[config.mk]
export PLATFORM = sky130hd
export DESIGN_NAME = srambank_arbiter
export DESIGN_NICKNAME = d
export VERILOG_FILES = /design/src/rtl/srambank_arbiter_pkg.sv /design/src/rtl/srambank_arbiter_rr_arbiter.sv /design/src/rtl/srambank_arbiter.sv
export SDC_FILE = /design/constraint.sdc
export NUM_CORES = 1
export LEC_CHECK = 0
export BUFFER_PORTS_ARGS = -buffer_cell sky130_fd_sc_hd__buf_2
export CORE_ASPECT_RATIO = 1.4
export CORE_MARGIN = 4
export CORE_UTILIZATION = 42
export DETAILED_ROUTE_END_ITERATION = 7
export PLACE_DENSITY = 0.78
export SYNTH_ARGS = -nofsm -noshare
export SYNTH_HDL_FRONTEND = slang
export SYNTH_HIERARCHICAL = 1
export SYNTH_SLANG_ARGS = --single-unit
[constraint.sdc]
create_clock -name clk -period 2.2 [get_ports clk]
set_input_delay 0.11 -clock clk [delete_from_list [all_inputs] [get_ports clk]]
set_output_delay 0.11 -clock clk [all_outputs]
set_load 0.01 [all_outputs]
[src/rtl/srambank_arbiter_pkg.sv]
// Bank geometry and request command layout shared by the SRAM bank arbiter slice.
package sram_pkg;

    localparam int unsigned SRAM_DEPTH   = 1024;
    localparam int unsigned SRAM_AW      = $clog2(SRAM_DEPTH);
    localparam int unsigned SRAM_DW      = 32;
    localparam int unsigned SRAM_MAX_REQ = 8;
    localparam int unsigned SRAM_IDW     = $clog2(SRAM_MAX_REQ);

    typedef struct packed {
        logic                 write;
        logic [SRAM_AW-1:0]   addr;
        logic [SRAM_DW-1:0]   wdata;
    } req_cmd_t;

endpackage

[src/rtl/srambank_arbiter_rr_arbiter.sv]
// Round-robin picker: first set request at or after rr_ptr, wrapping modulo NUM_REQ.
module rr_arbiter #(
    parameter int unsigned NUM_REQ = 2,
    parameter int unsigned IDW     = 3
) (
    input  logic [NUM_REQ-1:0] req,
    input  logic [IDW-1:0]     rr_ptr,
    output logic [NUM_REQ-1:0] grant,
    output logic [IDW-1:0]     grant_idx,
    output logic               grant_valid
);

    localparam int unsigned PW = (NUM_REQ > 1) ? $clog2(NUM_REQ) : 1;

    always_comb begin
        int unsigned pos;
        logic [PW-1:0] sel;
        grant       = '0;
        grant_idx   = '0;
        grant_valid = 1'b0;
        pos         = 0;
        sel         = '0;
        for (int unsigned k = 0; k < NUM_REQ; k++) begin
            // rr_ptr is always below NUM_REQ, so one subtraction wraps
            pos = int'(rr_ptr) + k;
            if (pos >= NUM_REQ) begin
                pos = pos - NUM_REQ;
            end
            sel = PW'(pos);
            if (!grant_valid && req[sel]) begin
                grant[sel]  = 1'b1;
                grant_idx   = IDW'(pos);
                grant_valid = 1'b1;
            end
        end
    end

endmodule

[src/rtl/srambank_arbiter.sv]
// Shares one 1024x32 synchronous SRAM bank among NUM_REQ requesters with a
// registered command stage and a tagged, two-cycle read response path.
module srambank_arbiter
    import sram_pkg::*;
#(
    parameter int unsigned NUM_REQ = 2,
    parameter int unsigned AW      = SRAM_AW,
    parameter int unsigned DW      = SRAM_DW,
    parameter int unsigned IDW     = SRAM_IDW
) (
    input  logic                  clk,
    input  logic                  reset,
    input  logic [NUM_REQ-1:0]    req_valid,
    output logic [NUM_REQ-1:0]    req_ready,
    input  logic [NUM_REQ-1:0]    req_write,
    input  logic [NUM_REQ*AW-1:0] req_addr,
    input  logic [NUM_REQ*DW-1:0] req_wdata,
    output logic [NUM_REQ-1:0]    rsp_valid,
    output logic [DW-1:0]         rsp_data,
    output logic [AW-1:0]         bank_address,
    output logic [DW-1:0]         bank_wd,
    output logic                  bank_banksel,
    output logic                  bank_read,
    output logic                  bank_write,
    input  logic [DW-1:0]         bank_dataout
);

    logic [NUM_REQ-1:0] grant;
    logic [IDW-1:0]     grant_idx;
    logic               grant_valid;
    req_cmd_t           win_cmd;

    logic [IDW-1:0] rr_ptr_q, rr_ptr_d;
    logic           banksel_q, banksel_d;
    logic           read_q, read_d;
    logic           write_q, write_d;
    logic [AW-1:0]  addr_q, addr_d;
    logic [DW-1:0]  wd_q, wd_d;
    logic           tag1_valid_q, tag1_valid_d;
    logic [IDW-1:0] tag1_idx_q, tag1_idx_d;
    logic           tag2_valid_q, tag2_valid_d;
    logic [IDW-1:0] tag2_idx_q, tag2_idx_d;

    rr_arbiter #(
        .NUM_REQ (NUM_REQ),
        .IDW     (IDW)
    ) u_rr_arbiter (
        .req         (req_valid),
        .rr_ptr      (rr_ptr_q),
        .grant       (grant),
        .grant_idx   (grant_idx),
        .grant_valid (grant_valid)
    );

    always_comb begin
        win_cmd = '0;
        for (int unsigned i = 0; i < NUM_REQ; i++) begin
            if (grant[i]) begin
                win_cmd.write = req_write[i];
                win_cmd.addr  = req_addr[i*AW +: AW];
                win_cmd.wdata = req_wdata[i*DW +: DW];
            end
        end
    end

    always_comb begin
        rr_ptr_d     = rr_ptr_q;
        banksel_d    = 1'b0;
        read_d       = 1'b0;
        write_d      = 1'b0;
        addr_d       = addr_q;
        wd_d         = wd_q;
        tag1_valid_d = 1'b0;
        tag1_idx_d   = tag1_idx_q;
        // second tag stage lines up with bank_dataout one cycle after the command
        tag2_valid_d = tag1_valid_q;
        tag2_idx_d   = tag1_idx_q;
        if (grant_valid) begin
            rr_ptr_d     = (grant_idx == IDW'(NUM_REQ - 1)) ? '0 : grant_idx + 1'b1;
            banksel_d    = 1'b1;
            write_d      = win_cmd.write;
            read_d       = ~win_cmd.write;
            addr_d       = win_cmd.addr;
            wd_d         = win_cmd.wdata;
            tag1_valid_d = ~win_cmd.write;
            tag1_idx_d   = grant_idx;
        end
    end

    always_ff @(posedge clk or posedge reset) begin
        if (reset) begin
            rr_ptr_q     <= '0;
            banksel_q    <= 1'b0;
            read_q       <= 1'b0;
            write_q      <= 1'b0;
            addr_q       <= '0;
            wd_q         <= '0;
            tag1_valid_q <= 1'b0;
            tag1_idx_q   <= '0;
            tag2_valid_q <= 1'b0;
            tag2_idx_q   <= '0;
        end else begin
            rr_ptr_q     <= rr_ptr_d;
            banksel_q    <= banksel_d;
            read_q       <= read_d;
            write_q      <= write_d;
            addr_q       <= addr_d;
            wd_q         <= wd_d;
            tag1_valid_q <= tag1_valid_d;
            tag1_idx_q   <= tag1_idx_d;
            tag2_valid_q <= tag2_valid_d;
            tag2_idx_q   <= tag2_idx_d;
        end
    end

    always_comb begin
        rsp_valid = '0;
        for (int unsigned i = 0; i < NUM_REQ; i++) begin
            if (tag2_valid_q && (tag2_idx_q == IDW'(i))) begin
                rsp_valid[i] = 1'b1;
            end
        end
    end

    assign req_ready    = grant;
    assign rsp_data     = bank_dataout;
    assign bank_address = addr_q;
    assign bank_wd      = wd_q;
    assign bank_banksel = banksel_q;
    assign bank_read    = read_q;
    assign bank_write   = write_q;

endmodule

# After elaboration in Yosys (flattened, before gate mapping)
# Cells that the tools add are included.
[classes]
n_reduce_logical = 7
shift = 0
magnitude_cmp = 6
n_addsub = 4
n_eq_ne = 2
div_mod_pow = 0
mux = 24
bitwise = 2
n_mul = 0
[ops]
columns = ["cell", "n"]
rows = [
  ["43-bit two-way mux", 2],
  ["3-bit two-way mux", 5],
  ["1-bit two-way mux", 13],
  ["3-bit by 1-bit equality test with 1-bit output (second input constant)", 2],
  ["3-bit by 2-bit subtractor with 3-bit output (second input constant)", 2],
  ["1-bit logical AND", 5],
  ["3-bit by 1-bit adder with 4-bit output (second input constant)", 1],
  ["4-bit by 2-bit greater-or-equal comparator with 1-bit output (second input constant)", 1],
  ["1-bit by 2-bit less-than comparator with 1-bit output (second input constant)", 2],
  ["2-bit two-way mux", 2],
  ["3-bit by 1-bit adder with 3-bit output (second input constant)", 1],
  ["3-bit by 2-bit greater-or-equal comparator with 1-bit output (second input constant)", 1],
  ["3-bit logical NOT", 1],
  ["1-bit demux with 1-bit select", 2],
  ["1-bit greater-or-equal comparator (second input constant)", 2],
  ["2-bit OR", 1],
  ["1-bit logical NOT", 1],
  ["1-bit NOT", 1],
]
[word_totals]
in_bits = 122
output_inout_bits = 81
latch_bits = 0
n_memories = 0
rom_bits = 0
ff_bits = 55
mem_bits_rw = 0
word_cells = 54

# Logic depth before layout (Yosys ltp)
# Gate-level depths: netlist of the first run.
[logic_depth]
depth_word = 13
ltp_mapped = 8
depth_no_buf = 8

# By module
# Netlist of the first run, hierarchy kept.
[modules_own_cells]
columns = ["module", "cells_each", "instances", "area_per_inst_um2"]
rows = [
  ["srambank_arbiter", 300, 1, 2801.4],
  ["rr_arbiter", 33, 1, 240.2],
]

# Least setup slack after synthesis of the first run
# Ideal clock, no wire load.
[synth_timing]
path_kind = "reg2reg"
start = "register rr_ptr_q[0]"
end = "register rr_ptr_q[2]"
t_arrival_ns = 1.909
stages_incl_launch_ff = 8
synth_period_minus_slack_ns = 1.991
setup_slack_ns = 0.209
path_cell_list = "dfrtp_1 > inv_1 > ha_1 > nor2_1 > a2111oi_2 > nor4_1 > a21bo_2 > a31oi_1"
[synth_between]
elab_chain_len = 10
elab_cells_between_ends = 20
classes_between = "4 x add/sub; 2 x order compare; 1 x eq/ne; 11 x mux; 2 x reduce/logical"
[synth_rtl]
columns = ["item", "line", "rtl"]
rows = [
  ["from (decl)", "srambank_arbiter.sv:33", "logic [IDW-1:0] rr_ptr_q, rr_ptr_d;"],
  ["from (signal assigned)", "srambank_arbiter.sv:103", "rr_ptr_q <= rr_ptr_d;"],
  ["branches (longest 7 deep; another with 3-bit by 1-bit adder with 4-bit output)", "n/a", ""],
  ["3-bit two-way mux (*)", "srambank_arbiter_rr_arbiter.sv:30", "if (!grant_valid && req[sel]) begin"],
  ["via grant_idx[2]", "srambank_arbiter.sv:29", "logic [IDW-1:0] grant_idx;"],
  ["3-bit by 1-bit adder with 3-bit output / 3-bit by 1-bit equality test with 1-bit output (equally long branches)", "srambank_arbiter.sv:79", "rr_ptr_d = (grant_idx == IDW'(NUM_REQ - 1)) ? '0 : grant_idx + 1'b1;"],
  ["3-bit two-way mux (*)", "srambank_arbiter.sv:79", ""],
]
# Mark *: on every way through the listed nets, which the timed path passes. The select of a mux whose other input is x is not followed.
# A chain may end at the register's enable or synchronous reset.

# Worst setup path after layout of the first run
[layout_timing]
start = "register rr_ptr_q[1]"
end = "register rr_ptr_q[2]"
[layout_between]
elab_chain_len = 10
elab_cells_between_ends = 20
classes_between = "4 x add/sub; 2 x order compare; 1 x eq/ne; 11 x mux; 2 x reduce/logical"
[layout_rtl]
columns = ["item", "line"]
rows = [
  ["branches (longest 7 deep; another with 3-bit by 1-bit adder with 4-bit output)", "n/a"],
  ["3-bit two-way mux (*)", "srambank_arbiter_rr_arbiter.sv:30"],
  ["via grant_idx[2]", "srambank_arbiter.sv:29"],
  ["3-bit by 1-bit adder with 3-bit output / 3-bit by 1-bit equality test with 1-bit output (equally long branches)", "srambank_arbiter.sv:79"],
  ["3-bit two-way mux (*)", "srambank_arbiter.sv:79"],
]
# Marks and branches as above.

==> flow_metrics.env, run 1 <==
export IMPL_outcome="complete, but fails checks"
export IMPL_violations="negative hold slack"
export IMPL_crit_type="flop to flop"
export IMPL_tightest_slew_ns=0.697
export IMPL_arrival_ns=2.29
export IMPL_hold_viol=24
export IMPL_core_area_mm2=0.00703
export IMPL_fp_dieW_um=79.9
export IMPL_tns_ns=0
export IMPL_antenna_left=0
export IMPL_start_util_pct=43.3
export IMPL_fin_skew_ns=0.00663
export IMPL_startpoint_type="flop"
export IMPL_rsz0062_at_grt="false"
export IMPL_synthesis_instances=333
export IMPL_worst_endpoint_required_ns=2.42
export IMPL_rr_worst_depth=7
export IMPL_drc_errors=0
export IMPL_syn_nets=460
export IMPL_num_io_pins=203
export IMPL_wl_mm=7.56
export IMPL_grt_antenna_before_repair=0
export IMPL_busiest_layer="met2"
export IMPL_cts_tree="built"
export IMPL_yosys_warnings=6
export IMPL_clk_pin_slew_worst_paths_ns=0.10
export IMPL_maxSlewHeadroom_pct=53.6
export IMPL_cp_max_fo=6
export IMPL_hold_slack_ns=-0.0230
export IMPL_fin_nets=559
export IMPL_hpwlAfterDp_mm=5.68
export IMPL_async_flop_share_pct=100
export IMPL_finalCritPeriodShare_pct=94.4
export IMPL_cp_slowest_stage_delay_ns=0.46
export IMPL_track_usage_pct=17.0
export IMPL_yosysSeqAreaShare_pct=45.2
export IMPL_reg2reg_to="rr_ptr_q[2]"
export IMPL_via_per_inst=5.06
export IMPL_dpl_cell_area_mm2=0.00356
export IMPL_cts_root_buffer="clkbuf_8"
export IMPL_syn_area_mm2=0.00304
export IMPL_ctsHoldBuffers=0
export IMPL_setup_viol=0
export IMPL_slew_viol_final=0
export IMPL_clock_fmax_mhz=482
export IMPL_syn_to_final_growth_pct=20.6
export IMPL_path_cells="inv_1 -> ha_1 -> or2_2 -> a2111oi_2 -> nor4_2 -> nand3b_1 -> a31oi_1"
export IMPL_synth_flop_cell="dfrtp_1"
export IMPL_grt_pass1_vias=2454
export IMPL_cts_buffer_depth=2
export IMPL_gp_congestion=0.779
export IMPL_grt_remaining_overflow=0
export IMPL_post_route_min_period_ns=2.08
export IMPL_maxCapViolCount=0
export IMPL_final_area_mm2=0.00367
export IMPL_cts_max_level=2
export IMPL_drt_first_pass_iters=4
export IMPL_die_area_mm2=0.00869
export IMPL_clk_latency_ns=0.30
export IMPL_grtUsageMet2_pct=29.3
export IMPL_cts_buffers=5
export IMPL_grt_max_degree=56
export IMPL_gr_usage_met3_pct=2.56
export IMPL_chipHeight_um=109
export IMPL_post_route_util_pct=52.2
export IMPL_rrSetupSlack_ns=0.12
export IMPL_io_buffers=138
export IMPL_peakVddDrop_mv=0.405
export IMPL_synth_seq_cells=55
export IMPL_vias=2670
export IMPL_slowest_stage="a2111oi_2"
export IMPL_synth_edf_count=0
export IMPL_drive_gt1_share_pct=39.5
export IMPL_use_met1_pct=20.0
export IMPL_antennaDiodeCount=0
export IMPL_grt_pass1_wl_mm=11.7
export IMPL_clock_sinks=55
export IMPL_critPathCaptureType="flop"
export IMPL_hp_class="primary input to asynchronous set/reset pin"
export IMPL_placementRows=36
export IMPL_p_per_area_mw_per_mm2=743
export IMPL_cpLargestDelayFamily="compound AO/OA/AOI/OAI gates"
export IMPL_drt_iter0_drc=140
export IMPL_power_leakage_nw=1.78
export IMPL_worst_path_buf_inv=1
export IMPL_syn_avg_cell_area_um2=9.13
export IMPL_ys_types=33
export IMPL_wl_per_cell_um=14.3
export IMPL_timing_rr_start="rr_ptr_q[1]"
==> cell type report <==
type,count,area (um^2)
multi-input combinational,215,1300
clock inverter,2,12.5
timing repair buffer,148,766
tap,95,119
clock buffer,6,72.6
sequential,55,1380
fill,689,3360
inverter,7,26.3
==> tightest hold or removal path, stage by stage <==
cell	delay, ns
buf_2	0.10
inv_2	0.03
buf_4	0.54
==> worst max path at each step <==
| stage | start | end | slack (ns) | depth (start not counted) |
|---|---|---|---|---|
| after floorplan | rr_ptr_q[0] | rr_ptr_q[2] | 0.21 | 7 |
| after global placement | rr_ptr_q[1] | rr_ptr_q[2] | 0.20 | 7 |
| after detailed placement | rr_ptr_q[1] | rr_ptr_q[2] | 0.06 | 7 |
| after CTS | rr_ptr_q[0] | rr_ptr_q[2] | 0.04 | 7 |
| after global routing | rr_ptr_q[0] | rr_ptr_q[2] | 0.01 | 7 |
| final | rr_ptr_q[1] | rr_ptr_q[2] | 0.12 | 7 |
==> synth_stat cells (2+ instances only) <==
| cell type | number | share of area, % |
|---|---|---|
| a21boi_1 | 2 | 0.49 |
| a21oi_1 | 3 | 0.49 |
| a31oi_1 | 44 | 9.0 |
| buf_2 | 12 | 2.0 |
| buf_4 | 37 | 9.1 |
| buf_6 | 3 | 1.1 |
| clkbuf_1 | 4 | 0.49 |
| dfrtp_1 | 55 | 45 |
| ha_1 | 5 | 2.1 |
| inv_1 | 7 | 0.86 |
| mux2_2 | 3 | 1.1 |
| nand2_1 | 44 | 5.4 |
| nand2b_1 | 2 | 0.41 |
| nand3b_1 | 45 | 11 |
| nor2_1 | 47 | 5.8 |
| o21ai_0 | 2 | 0.33 |
| xnor2_1 | 2 | 0.58 |
==> kinds of logic (layout without fill, tap and decap cells) <==
kind of cell / Yosys count / after routing / synth area share [%]
xor+xnor: 2 / 2 / 0.576
compound gates: 58 / 58 / 12.4
simple gates: 146 / 146 / 24.7
flops: 55 / 55 / 45.2
mux: 4 / 4 / 1.44
fa+ha+maj: 5 / 5 / 2.06
buf+inv: 63 / 163 / 13.6
==> stage by stage <==
step / hold slack, ns / power, W / setup WS, ns / cells
2_1_floorplan: 0.260 / 0.00190 / 0.209 / 333
4_1_cts: 0.00612 / 0.00271 / 0.0424 / 528
6_report: -0.0230 / 0.00273 / 0.124 / 528
3_3_place_gp: 0.220 / 0.00211 / 0.201 / 520
5_1_grt: 0.0390 / 0.00292 / 0.0123 / 528
3_5_place_dp: 0.220 / 0.00216 / 0.0609 / 520
==> sequential cells by signal, indices dropped and copies added (netlist names) <==
register	count
bank_write	1
bank_banksel	1
bank_address	10
tag1_valid_q	1
bank_wd	32
tag2_valid_q	1
tag2_idx_q	3
tag1_idx_q	3
rr_ptr_q	3
==> placed cells by master (no fill, tap or decap), types with 2 or more instances in the layout <==
cell type and n:
buf_2 138, dfrtp_1 54, nor2_1 46, nand3b_1 45, nand2_1 44, a31oi_1 44, buf_4 10, inv_1 5
clkbuf_8 5, ha_1 5, a21oi_1 3, mux2_2 3, inv_2 2, nand2b_1 2, o21ai_0 2, a21boi_4 2
a2111oi_2 2
==> routing by layer <==
layer	vias up	share of wire (%)
met5	-	0
li1	1303	-
met1	1224	38
met2	115	50
met3	28	7.5
met4	0	4.3
==> power by group <==
group | internal, W | switching, W | leakage (nW)
combinational | 0.000428 | 0.000480 | 1.07
sequential | 0.00117 | 0.000109 | 0.667
clock | 0.000223 | 0.000320 | 0.0412
total | 0.00182 | 0.000909 | 1.78
==> repair_timing <==
item | CTS | global route
gates resized for setup | 0 | 5
endpoints found under the setup margin | 0 | 2
buffers inserted | 0 | 0
Note: power is estimated with default switching activity, not from simulation.
==> run 2, diff against run 1 <==
--- a/config.mk
+++ b/config.mk
@@ -7,7 +7,7 @@
 export LEC_CHECK = 0
 export BUFFER_PORTS_ARGS = -buffer_cell sky130_fd_sc_hd__buf_2
 export CORE_ASPECT_RATIO = 1.4
-export CORE_MARGIN = 4
+export CORE_MARGIN = 8
 export CORE_UTILIZATION = 42
 export DETAILED_ROUTE_END_ITERATION = 7
 export PLACE_DENSITY = 0.78
==> run 2 against run 1 <==
The run still ends with negative hold slack left. Hold slack better by 0.012 ns. Clock-buffer cell count increased by 1. Non-clock buffer count up 2. Sequential share of layout area fell by 0.23 points. Design area up 0.61%. Critical path type unchanged. Largest cell class unchanged.
==> flow_metrics.env, run 2 (synthesis results as in run 1) <==
export IMPL_top_layer_used="met4"
export IMPL_cts_tree="built"
export IMPL_num_io_pins=203
export IMPL_drc_errors=0
export IMPL_outcome="complete, but fails checks"
export IMPL_fin_nets=561
export IMPL_clk_latency_ns=0.30
export IMPL_cp_max_fo=7
export IMPL_maxCapViolCount=0
export IMPL_io_buffers=138
export IMPL_placementRows=36
export IMPL_tns_ns=0
export IMPL_drt_first_pass_iters=4
export IMPL_vias=2741
export IMPL_slew_viol_final=0
export IMPL_hold_viol=29
export IMPL_antenna_left=0
export IMPL_dpl_worst_slack_ns=-0.0456
export IMPL_fp_dieW_um=87.9
export IMPL_wl_per_cell_um=15.9
export IMPL_layout_common_cells="138 x buf_2, 54 x dfrtp_1, 47 x nor2_1"
export IMPL_grt_pass1_vias=2763
export IMPL_hp_class="primary input to asynchronous set/reset pin"
export IMPL_antennaDiodeCount=0
export IMPL_ctsHoldBuffers=0
export IMPL_grt_antenna_before_repair=0
export IMPL_chipHeight_um=117
export IMPL_crit_start="rr_ptr_q[0]"
export IMPL_clock_fmax_mhz=470
export IMPL_track_usage_pct=16.1
export IMPL_place_inst=520
export IMPL_rrSetupSlack_ns=0.07
export IMPL_hold_slack_ns=-0.0108
export IMPL_startpoint_type="flop"
export IMPL_peakVddDrop_mv=0.388
export IMPL_endpoint="rr_ptr_q[1]"
export IMPL_start_util_pct=43.6
export IMPL_largest_register_ffs=32
export IMPL_die_area_mm2=0.0103
export IMPL_tightest_slew_ns=0.684
export IMPL_critPathCaptureType="flop"
export IMPL_finalWorstSetupSlack_ns=0.0703
export IMPL_reg2reg_to="rr_ptr_q[1]"
export IMPL_violations="negative hold slack"
export IMPL_clk_pin_slew_worst_paths_ns=0.10
export IMPL_timing_rr_start="rr_ptr_q[0]"
export IMPL_arrival_ns=2.35
export IMPL_drive_gt1_share_pct=39.5
export IMPL_cts_max_level=2
export IMPL_cts_buffer_depth=2
export IMPL_maxSlewHeadroom_pct=54.4
export IMPL_rr_worst_depth=8
export IMPL_p_per_area_mw_per_mm2=760
export IMPL_wl_mm=8.43
export IMPL_crit_type="flop to flop"
export IMPL_power_leakage_nw=1.79
export IMPL_setup_viol=0
export IMPL_instances_no_fill=530
export IMPL_drt_iter0_drc=115
export IMPL_post_route_min_period_ns=2.13
export IMPL_dr_wl_met3_um=531
export IMPL_finalCritPeriodShare_pct=96.8
export IMPL_grt_max_degree=56
export IMPL_clock_sinks=55
export IMPL_fin_skew_ns=0.0132
export IMPL_syn_to_final_growth_pct=21.4
export IMPL_grt_pass1_wl_mm=13.1
export IMPL_cts_root_buffer="clkbuf_8"
export IMPL_core_area_mm2=0.00698
export IMPL_grt_remaining_overflow=0
export IMPL_wl_met2_mm=4.21
export IMPL_via_per_inst=5.17
export IMPL_final_common_cell="buf_2"
export IMPL_hpwlAfterDp_mm=6.31
export IMPL_wl_met1_mm=3.35
export IMPL_worst_endpoint_required_ns=2.42
export IMPL_gp_congestion=0.847
export IMPL_post_route_util_pct=52.9
export IMPL_cts_buffers=5
-- run 2: power by group --
| group | internal (W) | switching (W) | total [W] |
|---|---|---|---|
| combinational | 0.000441 | 0.000510 | 0.000951 |
| clock | 0.000259 | 0.000320 | 0.000579 |
| sequential | 0.00117 | 0.000112 | 0.00128 |
| total | 0.00187 | 0.000942 | 0.00281 |
-- run 2: through the flow --
stage / area (um^2) / power, W
floorplan: 3040 / 0.00190
CTS: 3660 / 0.00276
finish: 3690 / 0.00281
global placement: 3560 / 0.00211
global route: 3690 / 0.00298
detailed placement: 3560 / 0.00218
-- run 2: final cells by class --
class                           instances  area, um^2
Clock buffer                            7        86.3
Clock inverter                          1        8.76
Fill cell                             646        3290
Inverter                                7        26.3
Multi-Input combinational cell        215        1290
Sequential cell                        55        1380
Tap cell                               95         119
Timing Repair Buffer                  150         781
-- run 2: layer usage --
metal  up-vias  GRT usage (%)
li1       1309              -
met4         0           7.95
met1      1272           18.1
met5         -              0
met3        37           4.37
met2       123           27.2
-- run 2: what timing repair did --
item | CTS | global route
hold endpoints to repair | 0 | 0
pin swaps | 0 | 1
setup endpoints to repair | 1 | 1
resized for setup | 1 | 3
buffers inserted | 0 | 2
-- run 2: worst max-delay path, cell delays in order, from the launching register on --
cell and delay [ns]:
dfrtp_2 0.46, ha_1 0.25, xnor2_2 0.21, and2_4 0.20, a2111oi_2 0.08, nor4_2 0.43, buf_4 0.18, nand3b_1 0.07
a31oi_1 0.18
-- run 2: how the worst min path moves through the flow --
stage | slack (ns) | depth (start not counted) | startpoint | to
after global routing | 0.04 | 3 | reset | bank_wd[20]
after global placement | 0.22 | 0 | bank_dataout[23] | rsp_data[23]
after floorplan | 0.26 | 2 | req_write[1] | bank_write
after CTS | 0.02 | 3 | reset | bank_wd[19]
final | -0.01 | 3 | reset | bank_wd[31]
after detailed placement | 0.22 | 0 | bank_dataout[23] | rsp_data[23]
==> run 3, diff against run 2 <==
--- a/config.mk
+++ b/config.mk
@@ -6,12 +6,15 @@
 export NUM_CORES = 1
 export LEC_CHECK = 0
 export BUFFER_PORTS_ARGS = -buffer_cell sky130_fd_sc_hd__buf_2
+export CELL_PAD_IN_SITES_DETAIL_PLACEMENT = 2
+export CELL_PAD_IN_SITES_GLOBAL_PLACEMENT = 2
 export CORE_ASPECT_RATIO = 1.4
 export CORE_MARGIN = 8
-export CORE_UTILIZATION = 42
+export CORE_UTILIZATION = 22
 export DETAILED_ROUTE_END_ITERATION = 7
-export PLACE_DENSITY = 0.78
+export PLACE_DENSITY = 0.77
 export SYNTH_ARGS = -nofsm -noshare
 export SYNTH_HDL_FRONTEND = slang
 export SYNTH_HIERARCHICAL = 1
 export SYNTH_SLANG_ARGS = --single-unit
+export TNS_END_PERCENT = 5
==> run 3 against run 2 <==
The run now ends clean. Utilization fell by 25 points. First-iteration DRC count fell by 40%. Register-to-register slack improved by 0.06 ns. Fmax rose by 3.0%. Critical path depth fell by 1. Die area rose by 74%. Routed wire length rose by 22%. Global-route usage fell by 4.5 points. Hold slack improved by 0.082 ns. Sequential power barely moved.
==> flow_metrics.env, run 3 (synthesis results as in run 1) <==
export IMPL_outcome="finished, final reports clean"
export IMPL_clock_fmax_mhz=484
export IMPL_worst_path_buf_inv=1
export IMPL_hold_viol=0
export IMPL_via_per_inst=4.50
export IMPL_clk_pin_slew_worst_paths_ns=0.07
export IMPL_hold_slack_ns=0.0707
export IMPL_slowest_stage="dfrtp_2"
export IMPL_drt_first_pass_iters=4
export IMPL_seq_area_mm2=0.00138
export IMPL_cts_buffer_depth=2
export IMPL_fillers=1599
export IMPL_gp_congestion=0.740
export IMPL_grt_pass1_wl_mm=16.4
export IMPL_wl_met1_mm=3.66
export IMPL_grt_remaining_overflow=0
export IMPL_path_cells="inv_1 -> ha_1 -> nor2_1 -> a2111oi_2 -> nor4_2 -> a21bo_2 -> a31oi_1"
export IMPL_multi_input_area_mm2=0.00129
export IMPL_cts_buffers=5
export IMPL_antenna_left=0
export IMPL_die_area_mm2=0.0179
export IMPL_antennaDiodeCount=0
export IMPL_layout_common_cells="138 x buf_2, 53 x dfrtp_1, 47 x nor2_1"
export IMPL_track_usage_pct=11.5
export IMPL_intPower_w=0.00202
export IMPL_maxCapViolCount=0
export IMPL_switching_power_w=0.000998
export IMPL_post_route_min_period_ns=2.07
export IMPL_dpl_worst_slack_ns=-0.135
export IMPL_top_layer_used="met4"
export IMPL_wl_met2_mm=5.81
export IMPL_final_common_cell="buf_2"
export IMPL_slew_viol_final=0
export IMPL_p_per_area_mw_per_mm2=780
export IMPL_drt_iter0_drc=69
export IMPL_hpwlAfterDp_mm=8.02
export IMPL_cpLargestDelayFamily="simple AND/OR/NAND/NOR gates"
export IMPL_dr_wl_met3_um=642
export IMPL_seqPwrFrac_pct=42.7
export IMPL_cts_setup_buffers=0
export IMPL_clk_latency_ns=0.29
export IMPL_maxSlewHeadroom_pct=66.7
export IMPL_largest_register_ffs=32
export IMPL_setup_viol=0
export IMPL_fp_dieW_um=115
export IMPL_peakVddDrop_mv=0.290
export IMPL_cts_max_level=2
export IMPL_combPwrFrac_pct=30.9
export IMPL_power_leakage_nw=1.81
export IMPL_hp_class="primary input to flop"
export IMPL_cp_max_fo=6
export IMPL_cp_slowest_stage_delay_ns=0.43
export IMPL_io_buffers=138
export IMPL_finalWorstSetupSlack_ns=0.132
export IMPL_fin_nets=559
export IMPL_cts_tree="built"
export IMPL_wl_per_cell_um=16.7
export IMPL_worst_endpoint_required_ns=2.42
export IMPL_grt_pass1_vias=3223
export IMPL_wl_mm=10.3
export IMPL_drc_errors=0
export IMPL_fin_skew_ns=0.00657
export IMPL_chipHeight_um=155
export IMPL_crit_type="flop to flop"
export IMPL_clock_power_share_pct=26.4
export IMPL_placementRows=51
export IMPL_vias=2782
export IMPL_cts_root_buffer="clkbuf_16"
export IMPL_rsz0062_at_grt="false"
export IMPL_num_io_pins=203
export IMPL_startpoint_type="flop"
export IMPL_grt_max_degree=83
export IMPL_critPathCaptureType="flop"
export IMPL_finalCritPeriodShare_pct=94.0
export IMPL_clock_sinks=55
export IMPL_start_util_pct=22.2
export IMPL_syn_to_final_growth_pct=27.2
export IMPL_drive_gt1_share_pct=39.5
export IMPL_swShare_pct=33.1
export IMPL_grt_antenna_before_repair=0
export IMPL_arrival_ns=2.29
export IMPL_tightest_slew_ns=0.498
export IMPL_core_area_mm2=0.0137
-- run 3: metrics by stage --
stage | TNS (ns) | std cells | total power (W) | utilization (%) | area, um^2
2_1_floorplan | 0 | 333 | 0.00190 | - | 3040
5_1_grt | 0 | 618 | 0.00323 | 28.2 | 3870
4_1_cts | 0 | 618 | 0.00307 | 28.1 | 3850
6_report | 0 | 618 | 0.00302 | 28.2 | 3870
3_5_place_dp | -0.159 | 609 | 0.00223 | 26.9 | 3690
3_3_place_gp | 0 | 609 | 0.00216 | 26.9 | 3690
-- run 3: area by class of cell --
| cell class | count | area share (%) |
|---|---|---|
| tap | 185 | 5.98 |
| clock buffer | 5 | 3.23 |
| sequential | 55 | 35.6 |
| inverter | 7 | 0.679 |
| timing repair buffer | 148 | 20.5 |
| clock inverter | 3 | 0.517 |
| multi-input combinational | 215 | 33.4 |
-- run 3: repair_timing --
action	4_1_cts	5_1_grt
hold buffers	1	0
setup endpoints to repair	2	3
gates resized for setup	1	4
pin swaps	0	1
gates cloned	0	0
hold endpoints to repair	17	0
-- run 3: worst paths after layout --
kind,slack [ns],cells past startpoint,startpoint,endpoint
max,0.13,7,rr_ptr_q[0],rr_ptr_q[2]
min,0.07,3,req_wdata[37],bank_wd[5]
max reg2reg,0.13,7,rr_ptr_q[0],rr_ptr_q[2]
min reg2reg,0.38,0,tag1_idx_q[0],tag2_idx_q[0]
max in group asynchronous,1.18,4,reset,bank_address[1]
min in group asynchronous,0.36,3,reset,bank_wd[17]
-- run 3: per-layer routing --
metal | vias to the layer above | track usage (%)
met5 | - | 0
met4 | 0 | 3.77
met3 | 18 | 3.18
met2 | 89 | 22.5
met1 | 1370 | 11.2
li1 | 1305 | -
-- run 3: power groups by stage --
stage / logic (W) / clock network, W / registers, W
after floorplan: 0.000577 / 0 / 0.00132
after global placement: 0.000865 / 0 / 0.00129
after detailed placement: 0.000926 / 0 / 0.00131
after CTS: 0.000936 / 0.000849 / 0.00129
after global routing: 0.00104 / 0.000880 / 0.00131
final: 0.000934 / 0.000797 / 0.00129
-- run 3: tightest hold or removal path, stage by stage --
cell     delay [ns]
buf_2          0.09
nand2_1        0.05
a31oi_1        0.07
